**src/rtl/btn_seq_pkg.sv**
```systemverilog
// Shared types and constants for the button-press sequencer.
package btn_seq_pkg;

  localparam int unsigned HOLD_MIN = 6;
  localparam int unsigned GAP_MIN  = 6;
  localparam int unsigned VAL_W    = 4;
  localparam int unsigned PHASE_W  = 8;

  typedef enum logic [2:0] {
    S_IDLE,
    S_CLR_HI,
    S_CLR_LO,
    S_STEP_HI,
    S_STEP_LO,
    S_DONE
  } state_t;

  // Entry-register step as the game performs it: saturating, never wrapping.
  function automatic logic [VAL_W-1:0] step_value(input logic [VAL_W-1:0] v,
                                                  input logic up);
    if (up) return (v == '1) ? v : v + VAL_W'(1);
    else    return (v == '0) ? v : v - VAL_W'(1);
  endfunction

endpackage

```
**src/rtl/btn_press_timer.sv**
```systemverilog
// Loadable down-counter shared by the hold and gap phases; expired when zero.
module btn_press_timer
  import btn_seq_pkg::*;
(
  input  logic               clk,
  input  logic               rst,
  input  logic               load,
  input  logic [PHASE_W-1:0] load_val,
  output logic               expired
);

  logic [PHASE_W-1:0] count;

  // Reload on request, otherwise count down and park at zero.
  always_ff @(posedge clk or posedge rst) begin
    if (rst)               count <= '0;
    else if (load)         count <= load_val;
    else if (count != '0)  count <= count - PHASE_W'(1);
  end

  assign expired = (count == '0);

endmodule

```
**src/rtl/btn_press_sequencer.sv**
```systemverilog
// Emits timed clear/up/down presses that drive the game's entry register to
// a target value. Optional feature macro: BTNSEQ_RELATIVE_EN (skip the clear
// press and step relative to the known entry value).
module btn_press_sequencer
  import btn_seq_pkg::*;
#(
  parameter int unsigned HOLD_CYCLES = 8,
  parameter int unsigned GAP_CYCLES  = 8
) (
  input  logic             clk,
  input  logic             rst,
  input  logic             start,
  input  logic [VAL_W-1:0] target,
  output logic             busy,
  output logic             done,
  output logic             btn_clr,
  output logic             btn_up,
  output logic             btn_dn,
  output logic [VAL_W-1:0] value
);

  if (HOLD_CYCLES < HOLD_MIN || HOLD_CYCLES > 255) begin : g_bad_hold
    $error("HOLD_CYCLES must be in 6..255");
  end
  if (GAP_CYCLES < GAP_MIN || GAP_CYCLES > 255) begin : g_bad_gap
    $error("GAP_CYCLES must be in 6..255");
  end

  localparam logic [PHASE_W-1:0] HOLD_LOAD = PHASE_W'(HOLD_CYCLES - 1);
  localparam logic [PHASE_W-1:0] GAP_LOAD  = PHASE_W'(GAP_CYCLES - 1);

  state_t             state, state_next;
  logic [VAL_W-1:0]   tgt, tgt_next, value_next;
  logic               phase_exp, load;
  logic [PHASE_W-1:0] load_val;
  logic               busy_next, done_next, clr_next, up_next, dn_next;
`ifdef BTNSEQ_RELATIVE_EN
  logic               known, known_next;
`endif

  btn_press_timer u_timer (
    .clk      (clk),
    .rst      (rst),
    .load     (load),
    .load_val (load_val),
    .expired  (phase_exp)
  );

  // Next state, latched target/value, and the registered-output images.
  // Outputs are decoded from the next state so they appear in the same
  // cycle the state register enters that state.
  always_comb begin
    state_next = state;
    tgt_next   = tgt;
    value_next = value;
`ifdef BTNSEQ_RELATIVE_EN
    known_next = known;
`endif
    case (state)
      S_IDLE: begin
        if (start) begin
          tgt_next   = target;
          state_next = S_CLR_HI;
`ifdef BTNSEQ_RELATIVE_EN
          if (known) state_next = (target == value) ? S_DONE : S_STEP_HI;
`endif
        end
      end
      S_CLR_HI: begin
        if (phase_exp) begin
          state_next = S_CLR_LO;
          value_next = '0;
`ifdef BTNSEQ_RELATIVE_EN
          known_next = 1'b1;
`endif
        end
      end
      S_CLR_LO, S_STEP_LO: begin
        if (phase_exp) state_next = (value != tgt) ? S_STEP_HI : S_DONE;
      end
      S_STEP_HI: begin
        if (phase_exp) begin
          state_next = S_STEP_LO;
          value_next = step_value(value, tgt > value);
        end
      end
      S_DONE:  state_next = S_IDLE;
      default: state_next = S_IDLE;
    endcase

    load = (state_next != state);
    case (state_next)
      S_CLR_HI, S_STEP_HI: load_val = HOLD_LOAD;
      S_CLR_LO, S_STEP_LO: load_val = GAP_LOAD;
      default:             load_val = '0;
    endcase

    busy_next = (state_next != S_IDLE) && (state_next != S_DONE);
    done_next = (state_next == S_DONE);
    clr_next  = (state_next == S_CLR_HI);
    up_next   = (state_next == S_STEP_HI) && (tgt_next > value_next);
    dn_next   = (state_next == S_STEP_HI) && (tgt_next < value_next);
  end

  // State and registered outputs; reset drops every button line at once.
  always_ff @(posedge clk or posedge rst) begin
    if (rst) begin
      state   <= S_IDLE;
      tgt     <= '0;
      value   <= '0;
      busy    <= 1'b0;
      done    <= 1'b0;
      btn_clr <= 1'b0;
      btn_up  <= 1'b0;
      btn_dn  <= 1'b0;
    end else begin
      state   <= state_next;
      tgt     <= tgt_next;
      value   <= value_next;
      busy    <= busy_next;
      done    <= done_next;
      btn_clr <= clr_next;
      btn_up  <= up_next;
      btn_dn  <= dn_next;
    end
  end

`ifdef BTNSEQ_RELATIVE_EN
  // Entry value becomes known after any completed clear press.
  always_ff @(posedge clk or posedge rst) begin
    if (rst) known <= 1'b0;
    else     known <= known_next;
  end
`endif

endmodule

```
**config.mk**
```make
export PLATFORM = sky130hd
export DESIGN_NAME = btn_press_sequencer
export DESIGN_NICKNAME = d
export VERILOG_FILES = /design/src/rtl/btn_seq_pkg.sv /design/src/rtl/btn_press_timer.sv /design/src/rtl/btn_press_sequencer.sv
export SDC_FILE = /design/constraint.sdc
export NUM_CORES = 1
export LEC_CHECK = 0
export BUFFER_PORTS_ARGS = -buffer_cell sky130_fd_sc_hd__buf_2
export CORE_ASPECT_RATIO = 1.75
export CORE_UTILIZATION = 40
export CTS_CLUSTER_SIZE = 25
export DETAILED_ROUTE_END_ITERATION = 7
export GPL_TIMING_DRIVEN = 0
export MAX_ROUTING_LAYER = met4
export SLEW_MARGIN = 10
export SYNTH_ARGS = -nofsm -noshare
export SYNTH_HDL_FRONTEND = slang
export SYNTH_SLANG_ARGS = --single-unit
```
**constraint.sdc**
```tcl
create_clock -name clk -period 3.5 [get_ports clk]
set_input_delay 0.7 -clock clk [delete_from_list [all_inputs] [get_ports clk]]
set_output_delay 0.7 -clock clk [all_outputs]
set_load 0.1 [all_outputs]
```
==> results.md <==
- Status: finished, final reports clean
- Pre-antenna DRT Iters: 4
- Layout Nets: 209
- Max Cap Violations: 0
- Fmax: 0.326 GHz
- Via density: 5.62
- Post-Route WL: 3720 um
- Pwr dens: 314 nW/um^2
- Congestion Overflow GR: 0
- Slew @ Worst Pin: 1.17 ns
- RSZ-0062 raised after global routing: false
- Die area: approximately 4300 um^2
- Number of global-route vias before repair: between 1000 and 1500
- DR vias: 1337
- Slowest stage delay, CP: 0.46 ns
- Syn Area/Cell: approximately 9.3 um^2
- Synth cell types: 46
- Largest net degree at the start of global routing: 25
- Asr flop ratio synth: 1.00
- Initial DRC Count: 24
- DRT antenna net count: 0
- Clock Latency Late Sink: 0.27 ns
- Min cycle time layout: ~3 ns
- Area leader, netlist: dfrtp_1
- Post-CTS Setup Bufs: 0
- Worst setup margin: 0.433 ns
- Die width: 49.8 um
- Tot Pwr: 0.568 mW
- Starting Density: 0.413
- Crit-path slowest cell: dfrtp_2
- Routability Congestion: around 0.85
- First-pass GRT wire length: 6100 um
- TNS Setup: 0 ns
- Predominant post-synthesis flop cell: dfrtp_1
- H-tree depth: 1
- Setup CP Type: register to register
- Startpoint Class: register
- P&R area growth vs syn: 13.3%
- # setup viols final: 0
- Number of synthesized flops with an enable pin: 0
- CTS root buf: clkbuf_8
- Critical path cell sequence: inv_1 -> ha_1 -> and4_1 -> clkbuf_1 -> nor2_2 -> mux2_2 -> o221ai_1 -> ha_1 -> nor2b_1 -> o21ai_0 -> nand2b_1 -> a21oi_1 -> nor2b_1
- WL per Instance: 15.6 um
- Crit share post-route: 0.876
- Syn Std Cell Area: roughly 1600 um^2
- Max Slew Vio Count: 0
- Synth warnings: 0
- CTS tree: built
- Core area: 3870 um^2
- DRC errors left: 0
- Ant diodes: 0
- Post-Syn Instances: about 170
- Hpwl dp: 2870 um
- CP required: around 3.7 ns
- CP Capture Type: register
- Max Root-Sink Buffers: 2
- Clk slew on worst S/H paths: 0.09 ns
- IO buf count: 15
- Maximum vdd ir drop: approximately 0.00022 V
- Most numerous cell in the Yosys netlist: dfrtp_1
- Post-route insts no fill: 238
- Row count: 30
- Core Util, Final: 0.468
- Flops & latches, synth: 24
- Leak: about 0.77 nW
- Final hold vios: 0
- GRT Util Overall: 0.197
- Hold Crit Class: register to register
- Yosys top cell area share: 0.376
- Seq/Total Area, Yosys: 0.376
- Clock skew: 0.00429 ns
- Syn nets: 190
- IO Pins: 16
- # clock sinks: 24
- Pre-CTS setup slack: between 0.1 and 0.15 ns
- Total CTS buffers: 3
- Worst-path maximum fanout: 8
- Rel. slew slack: 0.210
- Initial antenna violation count: 0
- Chip Height: 85.6 um
- Share of layout cells above drive strength 1: 0.200
- Crit path arrival time: 3.28 ns
- Placed cells: roughly 240
- Top cells by area, synth: dfrtp_1 38%, ha_1 8.6%, mux2_2 4.2%, nor2_1 4.0%, a21oi_1 3.1%
- Commonest cells in the netlist: 24 x dfrtp_1, 17 x nor2_1, 11 x ha_1
==> worst max-delay path: cells and delay by family (launching register included) <==
kind                     cells  cell delay [ns]
buffers and inverters        2             0.37
flip-flops                   1             0.46
multiplexers                 1             0.38
AO/OA/AOI/OAI                3             0.55
AND/OR/NAND/NOR              5             0.74
adder cells (fa/ha/maj)      2             0.49
==> path summary, 6_finish.rpt <==
check,slack [ns],start,to,cells after the start
setup / recovery,0.43,value[3],btn_dn,13
hold / removal,0.55,tgt[2],tgt[2],1
setup reg to reg,0.43,value[3],btn_dn,13
hold reg to reg,0.55,tgt[2],tgt[2],1
max in group asynchronous,2.24,rst,value[2],2
min in group asynchronous,0.62,rst,state[2],2
==> flip-flops by register name (all words and copies together), names as in the netlist <==
register / flops
u_timer.count: 8
tgt: 4
done: 1
btn_dn: 1
btn_up: 1
busy: 1
value: 4
state: 3
btn_clr: 1
==> timing repair <==
item	in CTS	in global routing
resized for setup	0	2
endpoints found under the setup margin	0	2
hold buffers	0	0
==> cells by family (layout without fill, tap and decap cells) <==
| logic type | after synthesis | after routing | synth area share |
|---|---|---|---|
| and+or+nand+nor | 66 | 66 | 0.231 |
| xor gates and xnor gates | 4 | 4 | 0.0219 |
| adders and majority gates | 11 | 11 | 0.0861 |
| muxes | 10 | 10 | 0.0673 |
| buffers and inverters | 16 | 34 | 0.0392 |
| AOI/OAI and AO/OA | 41 | 41 | 0.179 |
| DFF | 24 | 24 | 0.376 |
==> stage by stage <==
step                hold WS [ns]  cell area [um^2]
finish                     0.550              1810
global route               0.568              1810
CTS                        0.548              1810
detailed placement         0.528              1740
global placement           0.533              1740
floorplan                  0.505              1600
==> report_power, final <==
part           internal, mW  switching [mW]  total [mW]
combinational        0.0174          0.0224      0.0398
clock                 0.153          0.0944       0.248
sequential            0.279         0.00118       0.281
==> layout make-up <==
type / instances / area [um^2]
fill: 395 / 2060
multi-input combinational: 132 / 942
sequential: 24 / 603
timing repair buffer: 15 / 75.1
tap: 48 / 60.1
clock buffer: 3 / 41.3
inverter: 10 / 37.5
clock inverter: 1 / 30.0
buffer: 5 / 21.3
==> cell usage in the layout, fill, tap and decap left out, types with 2 or more instances in the layout <==
cell type  count
a21o_1         2
a21oi_1       10
a2bb2oi_1      3
and3_1         2
and4_1         2
buf_2         17
clkbuf_1       2
clkbuf_8       3
dfrtp_1       22
dfrtp_2        2
ha_1          11
inv_1         10
mux2_2         6
mux2i_1        4
nand2_1        9
nand2b_1       6
nand3_1        6
nor2_1        16
nor2b_1        7
nor3_1         3
nor3b_1        3
nor4_1         4
o21ai_0        9
o22ai_1        3
xnor2_1        3
==> routing by layer <==
metal	vias to the layer above	track usage	wire (um)
met3	4	0.0213	56
met2	17	0.391	2190
met4	0	0.0857	60
met1	653	0.179	1410
met5	-	-	0
li1	663	-	-
(Power assumes the default switching activity.)
